File: src/rtl/core_pkg.sv
// ============================================================================
// core_pkg : shared core types (cuOPType, fetch state) and decode helpers
// Revision : 1.0
// ============================================================================
`default_nettype none

package core_pkg;

  // Ordering is shared with signExtender and the control unit; append only.
  typedef enum logic [5:0] {
    CU_LUI    = 6'd0,
    CU_AUIPC  = 6'd1,
    CU_JAL    = 6'd2,
    CU_JALR   = 6'd3,
    CU_BEQ    = 6'd4,
    CU_BNE    = 6'd5,
    CU_BLT    = 6'd6,
    CU_BGE    = 6'd7,
    CU_BLTU   = 6'd8,
    CU_BGEU   = 6'd9,
    CU_LB     = 6'd10,
    CU_LH     = 6'd11,
    CU_LW     = 6'd12,
    CU_LBU    = 6'd13,
    CU_LHU    = 6'd14,
    CU_SB     = 6'd15,
    CU_SH     = 6'd16,
    CU_SW     = 6'd17,
    CU_ADDI   = 6'd18,
    CU_SLTI   = 6'd19,
    CU_SLTIU  = 6'd20,
    CU_XORI   = 6'd21,
    CU_ORI    = 6'd22,
    CU_ANDI   = 6'd23,
    CU_SLLI   = 6'd24,
    CU_SRLI   = 6'd25,
    CU_SRAI   = 6'd26,
    CU_ADD    = 6'd27,
    CU_SUB    = 6'd28,
    CU_SLL    = 6'd29,
    CU_SLT    = 6'd30,
    CU_SLTU   = 6'd31,
    CU_XOR    = 6'd32,
    CU_SRL    = 6'd33,
    CU_SRA    = 6'd34,
    CU_OR     = 6'd35,
    CU_AND    = 6'd36,
    CU_FENCE  = 6'd37,
    CU_ECALL  = 6'd38,
    CU_EBREAK = 6'd39
  } cuOPType;

  typedef enum logic [1:0] {
    FS_FETCH  = 2'd0,
    FS_EXEC   = 2'd1,
    FS_HALTED = 2'd2
  } fetch_state_e;

  function automatic logic isBranch(input logic [5:0] op);
    return (op >= 6'(CU_BEQ)) && (op <= 6'(CU_BGEU));
  endfunction

endpackage : core_pkg

`default_nettype wire

File: src/rtl/next_pc_calc.sv
// ============================================================================
// next_pc_calc : combinational next-PC / link-address / alignment check
// Revision     : 1.0
// ============================================================================
`default_nettype none

module next_pc_calc
  import core_pkg::*;
(
  input  logic [31:0] pc_i,
  input  logic [5:0]  CUOp_i,
  input  logic [31:0] immOut_i,
  input  logic [31:0] rs1Data_i,
  input  logic        branchTaken_i,
  output logic [31:0] nextPc_o,
  output logic [31:0] linkAddr_o,
  output logic        misalign_o
);

  logic [31:0] seq_pc;
  logic [31:0] rel_pc;
  logic [31:0] jalr_sum;

  assign seq_pc   = pc_i + 32'd4;
  assign rel_pc   = pc_i + immOut_i;
  assign jalr_sum = rs1Data_i + immOut_i;

  always_comb begin
    nextPc_o = seq_pc;
    if ((CUOp_i == 6'(CU_JAL)) || (isBranch(CUOp_i) && branchTaken_i)) begin
      nextPc_o = rel_pc;
    end else if (CUOp_i == 6'(CU_JALR)) begin
      nextPc_o = {jalr_sum[31:1], 1'b0};
    end
  end

  // Only bit 1 can still be set for JALR after bit 0 is cleared.
  assign misalign_o = |nextPc_o[1:0];
  assign linkAddr_o = seq_pc;

endmodule : next_pc_calc

`default_nettype wire

File: src/rtl/fetch_pc_unit.sv
// ============================================================================
// fetch_pc_unit : PC register plus FETCH/EXEC/HALTED instruction sequencer.
// Optional macro FETCH_TIMEOUT_EN adds a fetch wait timeout and fetchErr.
// Revision      : 1.0
// ============================================================================
`default_nettype none

module fetch_pc_unit
  import core_pkg::*;
#(
  parameter logic [31:0] RESET_PC       = 32'h0000_0000,
  parameter int unsigned TIMEOUT_CYCLES = 16
) (
  input  logic        clk,
  input  logic        rst,
  input  logic [5:0]  CUOp,
  input  logic [31:0] immOut,
  input  logic [31:0] rs1Data,
  input  logic        branchTaken,
  input  logic        halt,
  input  logic        imemAck,
  input  logic [31:0] imemRdata,
  output logic        imemReq,
  output logic [31:0] imemAddr,
  output logic [31:0] pc,
  output logic [31:0] linkAddr,
  output logic [31:0] instr,
  output logic        instrValid,
  output logic        misalign,
  output logic        halted
`ifdef FETCH_TIMEOUT_EN
  ,
  output logic        fetchErr
`endif
);

  localparam logic [1:0] ST_FETCH  = FS_FETCH;
  localparam logic [1:0] ST_EXEC   = FS_EXEC;
  localparam logic [1:0] ST_HALTED = FS_HALTED;

  logic [1:0]  state_q,    state_d;
  logic [31:0] pc_q,       pc_d;
  logic [31:0] instr_q,    instr_d;
  logic        misalign_q, misalign_d;

  logic [31:0] next_pc;
  logic        next_misalign;

  next_pc_calc u_next_pc_calc (
    .pc_i          (pc_q),
    .CUOp_i        (CUOp),
    .immOut_i      (immOut),
    .rs1Data_i     (rs1Data),
    .branchTaken_i (branchTaken),
    .nextPc_o      (next_pc),
    .linkAddr_o    (linkAddr),
    .misalign_o    (next_misalign)
  );

`ifdef FETCH_TIMEOUT_EN
  localparam int unsigned       WAIT_W    = $clog2(TIMEOUT_CYCLES + 1);
  localparam logic [WAIT_W-1:0] WAIT_LAST = WAIT_W'(TIMEOUT_CYCLES - 1);

  logic [WAIT_W-1:0] wait_q, wait_d;
  logic              fetchErr_q, fetchErr_d;

  // Counter is zero on every FETCH entry because it clears outside FETCH.
  assign wait_d = ((state_q == ST_FETCH) && !imemAck) ? (wait_q + WAIT_W'(1)) : '0;

  always_ff @(posedge clk) begin
    if (rst) begin
      wait_q     <= '0;
      fetchErr_q <= 1'b0;
    end else begin
      wait_q     <= wait_d;
      fetchErr_q <= fetchErr_d;
    end
  end

  assign fetchErr = fetchErr_q;
`else
  logic [31:0] unused_timeout;
  assign unused_timeout = TIMEOUT_CYCLES;
`endif

  always_comb begin
    state_d    = state_q;
    pc_d       = pc_q;
    instr_d    = instr_q;
    misalign_d = misalign_q;
`ifdef FETCH_TIMEOUT_EN
    fetchErr_d = fetchErr_q;
`endif
    case (state_q)
      ST_FETCH: begin
        if (imemAck) begin
          instr_d = imemRdata;
          state_d = ST_EXEC;
        end
`ifdef FETCH_TIMEOUT_EN
        else if (wait_q == WAIT_LAST) begin
          fetchErr_d = 1'b1;
          state_d    = ST_HALTED;
        end
`endif
      end
      ST_EXEC: begin
        if (halt) begin
          state_d = ST_HALTED;
        end else if (next_misalign) begin
          misalign_d = 1'b1;
          state_d    = ST_HALTED;
        end else begin
          pc_d    = next_pc;
          state_d = ST_FETCH;
        end
      end
      ST_HALTED: begin
        state_d = ST_HALTED;
      end
      default: begin
        state_d = ST_HALTED;
      end
    endcase
  end

  always_ff @(posedge clk) begin
    if (rst) begin
      state_q    <= ST_FETCH;
      pc_q       <= RESET_PC;
      instr_q    <= '0;
      misalign_q <= 1'b0;
    end else begin
      state_q    <= state_d;
      pc_q       <= pc_d;
      instr_q    <= instr_d;
      misalign_q <= misalign_d;
    end
  end

  // Status strobes are masked during rst so the reset cycle issues nothing.
  assign imemReq    = (state_q == ST_FETCH)  && !rst;
  assign instrValid = (state_q == ST_EXEC)   && !rst;
  assign halted     = (state_q == ST_HALTED) && !rst;
  assign imemAddr   = pc_q;
  assign pc         = pc_q;
  assign instr      = instr_q;
  assign misalign   = misalign_q;

endmodule : fetch_pc_unit

`default_nettype wire

File: config.mk
export PLATFORM = sky130hd
export DESIGN_NAME = fetch_pc_unit
export DESIGN_NICKNAME = d
export VERILOG_FILES = /design/src/rtl/core_pkg.sv /design/src/rtl/next_pc_calc.sv /design/src/rtl/fetch_pc_unit.sv
export SDC_FILE = /design/constraint.sdc
export NUM_CORES = 1
export LEC_CHECK = 0
export ABC_AREA = 1
export ABC_CLOCK_PERIOD_IN_PS = 2480
export CORE_MARGIN = 1.5
export CORE_UTILIZATION = 50
export CTS_CLUSTER_SIZE = 8
export DETAILED_ROUTE_END_ITERATION = 6
export GPL_TIMING_DRIVEN = 1
export PLACE_DENSITY = 0.87
export SYNTH_ARGS = -nofsm -noshare
export SYNTH_HDL_FRONTEND = slang
export SYNTH_SLANG_ARGS = --single-unit
File: constraint.sdc
create_clock -name clk -period 2.48 [get_ports clk]
set_input_delay 0.496 -clock clk [delete_from_list [all_inputs] [get_ports clk]]
set_output_delay 0.496 -clock clk [all_outputs]
set_load 0.02 [all_outputs]
==> impl_metrics.yaml <==
outcome:
  result_of_the_run: "finished with violations"
  failed_checks: "setup timing"
worst_setup_path:
  worstSetupPathType: "input port to register"
  worst_reg_to_reg_setup_slack_ps: 60
  reg2regPathDepth: 17
  cpLargestDelayFamily: "buffers and inverters"
  worstPathCellList: "clkdlybuf4s50_1, ha_1, buf_4, nand2_1, nor2_1, nand2_1, nand2_1, buf_4, xor2_1, o21bai_1, a21oi_1"
  worst_path_max_delay_cell: "sky130_fd_sc_hd__xor2_1"
  timing.critical_path.fanout_max: 3
  crit_top_cell: "sky130_fd_sc_hd__nand2_1"
  endpoint_of_the_most_critical_register_to_register_path: "imemAddr[29]"
  cpPeakStageDelay_ps: 470
  crit-reg2reg-launch: "imemAddr[8]"
  crit_required_ps: 2750
  critPathLaunchType: "input port"
  crit_buf_inv: 3
  timing.critical_path.to_type: "register"
  critical_path_arrival_ps: 2970
global_route:
  grt_start_max_net_pins: 28
  grt.total_usage_pct: 43.5
  top_usage_layer: "met2"
  initial_antenna_violation_count: 0
  grt_util_met2_pct: 73.8
  overflow: 0
  grt_first_pass_wirelength_um: 60400
  global_route.usage.met1_pct: 50.4
  number_of_global_route_vias_before_repair: 11780
  groute.layer.met3.usage_pct: 8.64
yosys:
  synth_top_family_by_area: "simple AND/OR/NAND/NOR gates"
  syn-num-nets: 1667
  postSynth.asyncResetShare_pct: 0
  netlist_instances: 1496
  synth-main-ff-cell: "sky130_fd_sc_hd__dfxtp_1"
  synth-adder-area-share_pct: 9.59
  synth_cell_types: 51
  synth_xor_area_share_pct: 4.08
  synth_sequential_area_ratio_pct: 15.8
  synthesis.area_um2: 8500
  yosys_warnings: 0
  synth.avg_cell_area_um2: 5.68
  post_synth_and_or_nand_nor_area_fraction_pct: 41.3
  synth.area.mux_share_pct: 0
  synth_compound_gate_area_share_pct: 14.5
  count_of_flip_flops_with_a_built_in_enable_after_synthesis: 0
  yosys_register_bits: 67
hold_path:
  hold_path.startpoint: "instr[8]"
  worst_hold_path.endpoint: "instr[8]"
  timing.hold.worst_path_depth: 2
  worst_hold_path_type: "register to register"
floorplan:
  count_of_boundary_i_o_pins: 239
  die-area_um2: 17800
  core_region_area_um2: 16600
  die_w_um: 133
  die_height_um: 133
  num_rows: 47
  initial_cell_density_of_the_core_pct: 51.3
route:
  routed_wirelength_um: 45300
  detailedRoute.firstPassIterationCount: 7
  num_vias: 12843
  detailedRoute.firstIterationViolations: 1770
  route.antenna.remaining_nets: 0
  detail_route.wl_per_cell_um: 20.9
  detail_route.drc_violations: 0
  via_per_inst: 5.93
power_and_ir_drop:
  p_total_mw: 4.90
  power.leakage_nw: 7.05
  power.clock.fraction_pct: 26.1
  total_switching_power_mw: 2.02
  p_sw_share_pct: 41.1
  cellInternalPower_mw: 2.89
  pwr-share-comb_pct: 49.1
  seqPwrFrac_pct: 24.7
  max-vdd-ir-drop_mv: 0.561
  pwr_density_cell_nw_per_um2: 358
sta:
  finalClockSkew_ps: 17.1
  tightest_slew_ps: 579
  achievable-frequency_ghz: 0.370
  setup_violations: 18
  hold-worst-slack_ps: 505
  setup_slack_ps: -223
  final-hold-violation-count: 0
  grt_setup_unrepaired: "true"
  final_period_minus_worst_setup_slack_ps: 2700
  fin_crit_sh_pct: 109
  final_max_slew_viol_count: 0
  timing.max_slew.rel_slack_pct: 61.3
place:
  pre_cts_setup_slack_ps: -346
  place.gp.congestion: 0.967
  port_buffers: 238
  postPlaceCellArea_um2: 12700
  hpwlAfterDp_um: 31600
  placed_cells_incl_taps: 2145
finish:
  mostFrequentLayoutCell: "sky130_fd_sc_hd__nand2_1"
  instances_no_fill: 2166
  finalNetCount: 2112
  final_cell_mix: "406 x sky130_fd_sc_hd__nand2_1, 257 x sky130_fd_sc_hd__buf_4, 210 x sky130_fd_sc_hd__inv_1, 197 x sky130_fd_sc_hd__clkdlybuf4s50_1, 167 x sky130_fd_sc_hd__nor2_1"
  final_layout_size_suffix_gt1_share_pct: 23.8
  layout-area-overhead-vs-synth_pct: 61.0
  stdcell_area_um2: 13700
  antenna_cells_inserted: 0
cts:
  hold_buffers: 0
  cts.path.max_buffers: 2
  cts_num_sinks: 67
  h_tree_lvl_count: 3
  clk_root_buffer_cell: "sky130_fd_sc_hd__clkbuf_16"
  clock_insertion_delay_worst_skew_ps: 360
  path_clk_slew_ps: 70
  cts-buffers-inserted: 9
  cts_tree: "built"
job:
  drv_cap: 0
## through the flow
stage	utilization (%)	setup TNS (ps)
global route	82.6	-2610
global placement	76.7	-6530
finish	82.6	-1260
CTS	78.6	-144
floorplan	-	0
detailed placement	76.7	-8760
## per-layer routing
metal | wire [µm] | vias to the layer above
met2 | 19800 | 1144
met4 | 4180 | 0
met3 | 5080 | 354
met1 | 16200 | 5714
met5 | 0 | -
li1 | - | 5631
## worst max-delay path by stage
stage / end / slack, ps / depth (start not counted) / start
2_1_floorplan: linkAddr[20] / 340 / 9 / imemAddr[3]
3_3_place_gp: imemAddr[29] / -300 / 13 / immOut[13]
3_5_place_dp: imemAddr[30] / -350 / 15 / immOut[1]
4_1_cts: linkAddr[20] / -70 / 10 / imemAddr[3]
5_1_grt: imemAddr[12] / -340 / 14 / rs1Data[7]
6_report: imemAddr[8] / -220 / 11 / immOut[4]
## logic make-up (layout without fill, tap and decap cells)
group / count (synthesis) / in the layout
simple gates: 817 / 817
buf+inv: 286 / 736
compound gates: 225 / 225
flops: 67 / 67
fa+ha+maj: 64 / 64
xor+xnor: 37 / 37
## state kept, by name (all words and copies together), names as in the netlist
signal    flops
misalign      1
instr        32
state_q       2
imemAddr     32
## final cells by class
| class | count | area (µm²) |
|---|---|---|
| clock buffer | 9 | 225 |
| clock inverter | 7 | 51.3 |
| fill | 1051 | 2890 |
| inverter | 223 | 841 |
| multi-input combinational | 1143 | 6590 |
| sequential | 67 | 1360 |
| tap | 220 | 275 |
| timing repair buffer | 497 | 4360 |
## timing repair
action / 4_1_cts / 5_1_grt
endpoints found under the setup margin: 28 / 50
resized for setup: 82 / 156
buffers inserted: 1 / 4
pin swaps: 4 / 20
## tightest hold or removal path: stages, from the launching register on
cell and delay, ps:
sky130_fd_sc_hd__dfxtp_1 330, sky130_fd_sc_hd__nor2_1 50, sky130_fd_sc_hd__nor2_1 80
## synth_stat cells (2+ instances only)
cell	count	area (µm²)
sky130_fd_sc_hd__nand3b_1	8	60.1
sky130_fd_sc_hd__nor3_1	16	80.1
sky130_fd_sc_hd__inv_2	9	33.8
sky130_fd_sc_hd__buf_6	4	45.0
sky130_fd_sc_hd__xor2_1	28	245
sky130_fd_sc_hd__fa_1	2	40.0
sky130_fd_sc_hd__nor2_1	188	706
sky130_fd_sc_hd__clkbuf_1	15	56.3
sky130_fd_sc_hd__buf_2	8	40.0
sky130_fd_sc_hd__o211ai_1	2	15.0
sky130_fd_sc_hd__xor2_2	2	32.5
sky130_fd_sc_hd__nand3_1	127	636
sky130_fd_sc_hd__dfxtp_1	67	1340
sky130_fd_sc_hd__xnor2_1	6	52.6
sky130_fd_sc_hd__buf_4	36	270
sky130_fd_sc_hd__o31ai_1	2	15.0
sky130_fd_sc_hd__o21ai_1	20	100
sky130_fd_sc_hd__nand2_4	2	22.5
sky130_fd_sc_hd__nand2_1	423	1590
sky130_fd_sc_hd__or2_2	2	12.5
sky130_fd_sc_hd__or2_1	2	12.5
sky130_fd_sc_hd__nand4_1	14	87.6
sky130_fd_sc_hd__a21o_1	8	60.1
sky130_fd_sc_hd__a21boi_0	2	15.0
sky130_fd_sc_hd__a21oi_1	95	475
sky130_fd_sc_hd__nor2_4	6	67.6
sky130_fd_sc_hd__nand3_4	2	35.0
sky130_fd_sc_hd__nor4_1	2	12.5
sky130_fd_sc_hd__o21ai_2	4	35.0
sky130_fd_sc_hd__nor3_2	4	40.0
sky130_fd_sc_hd__nand3_2	2	20.0
sky130_fd_sc_hd__nor2_2	4	25.0
sky130_fd_sc_hd__inv_1	211	792
sky130_fd_sc_hd__and2_1	2	12.5
sky130_fd_sc_hd__o21bai_1	16	120
sky130_fd_sc_hd__ha_1	62	776
sky130_fd_sc_hd__o21ai_0	71	355
sky130_fd_sc_hd__nand2_2	9	56.3
## power groups by stage
stage | logic (mW) | registers, mW | clock network (mW)
6_report | 2.41 | 1.21 | 1.28
3_3_place_gp | 2.06 | 1.22 | 0
3_5_place_dp | 2.11 | 1.22 | 0
5_1_grt | 2.53 | 1.21 | 1.30
2_1_floorplan | 0.951 | 1.31 | 0
4_1_cts | 2.12 | 1.20 | 1.25
No activity file was read; power rests on OpenSTA's default activity.
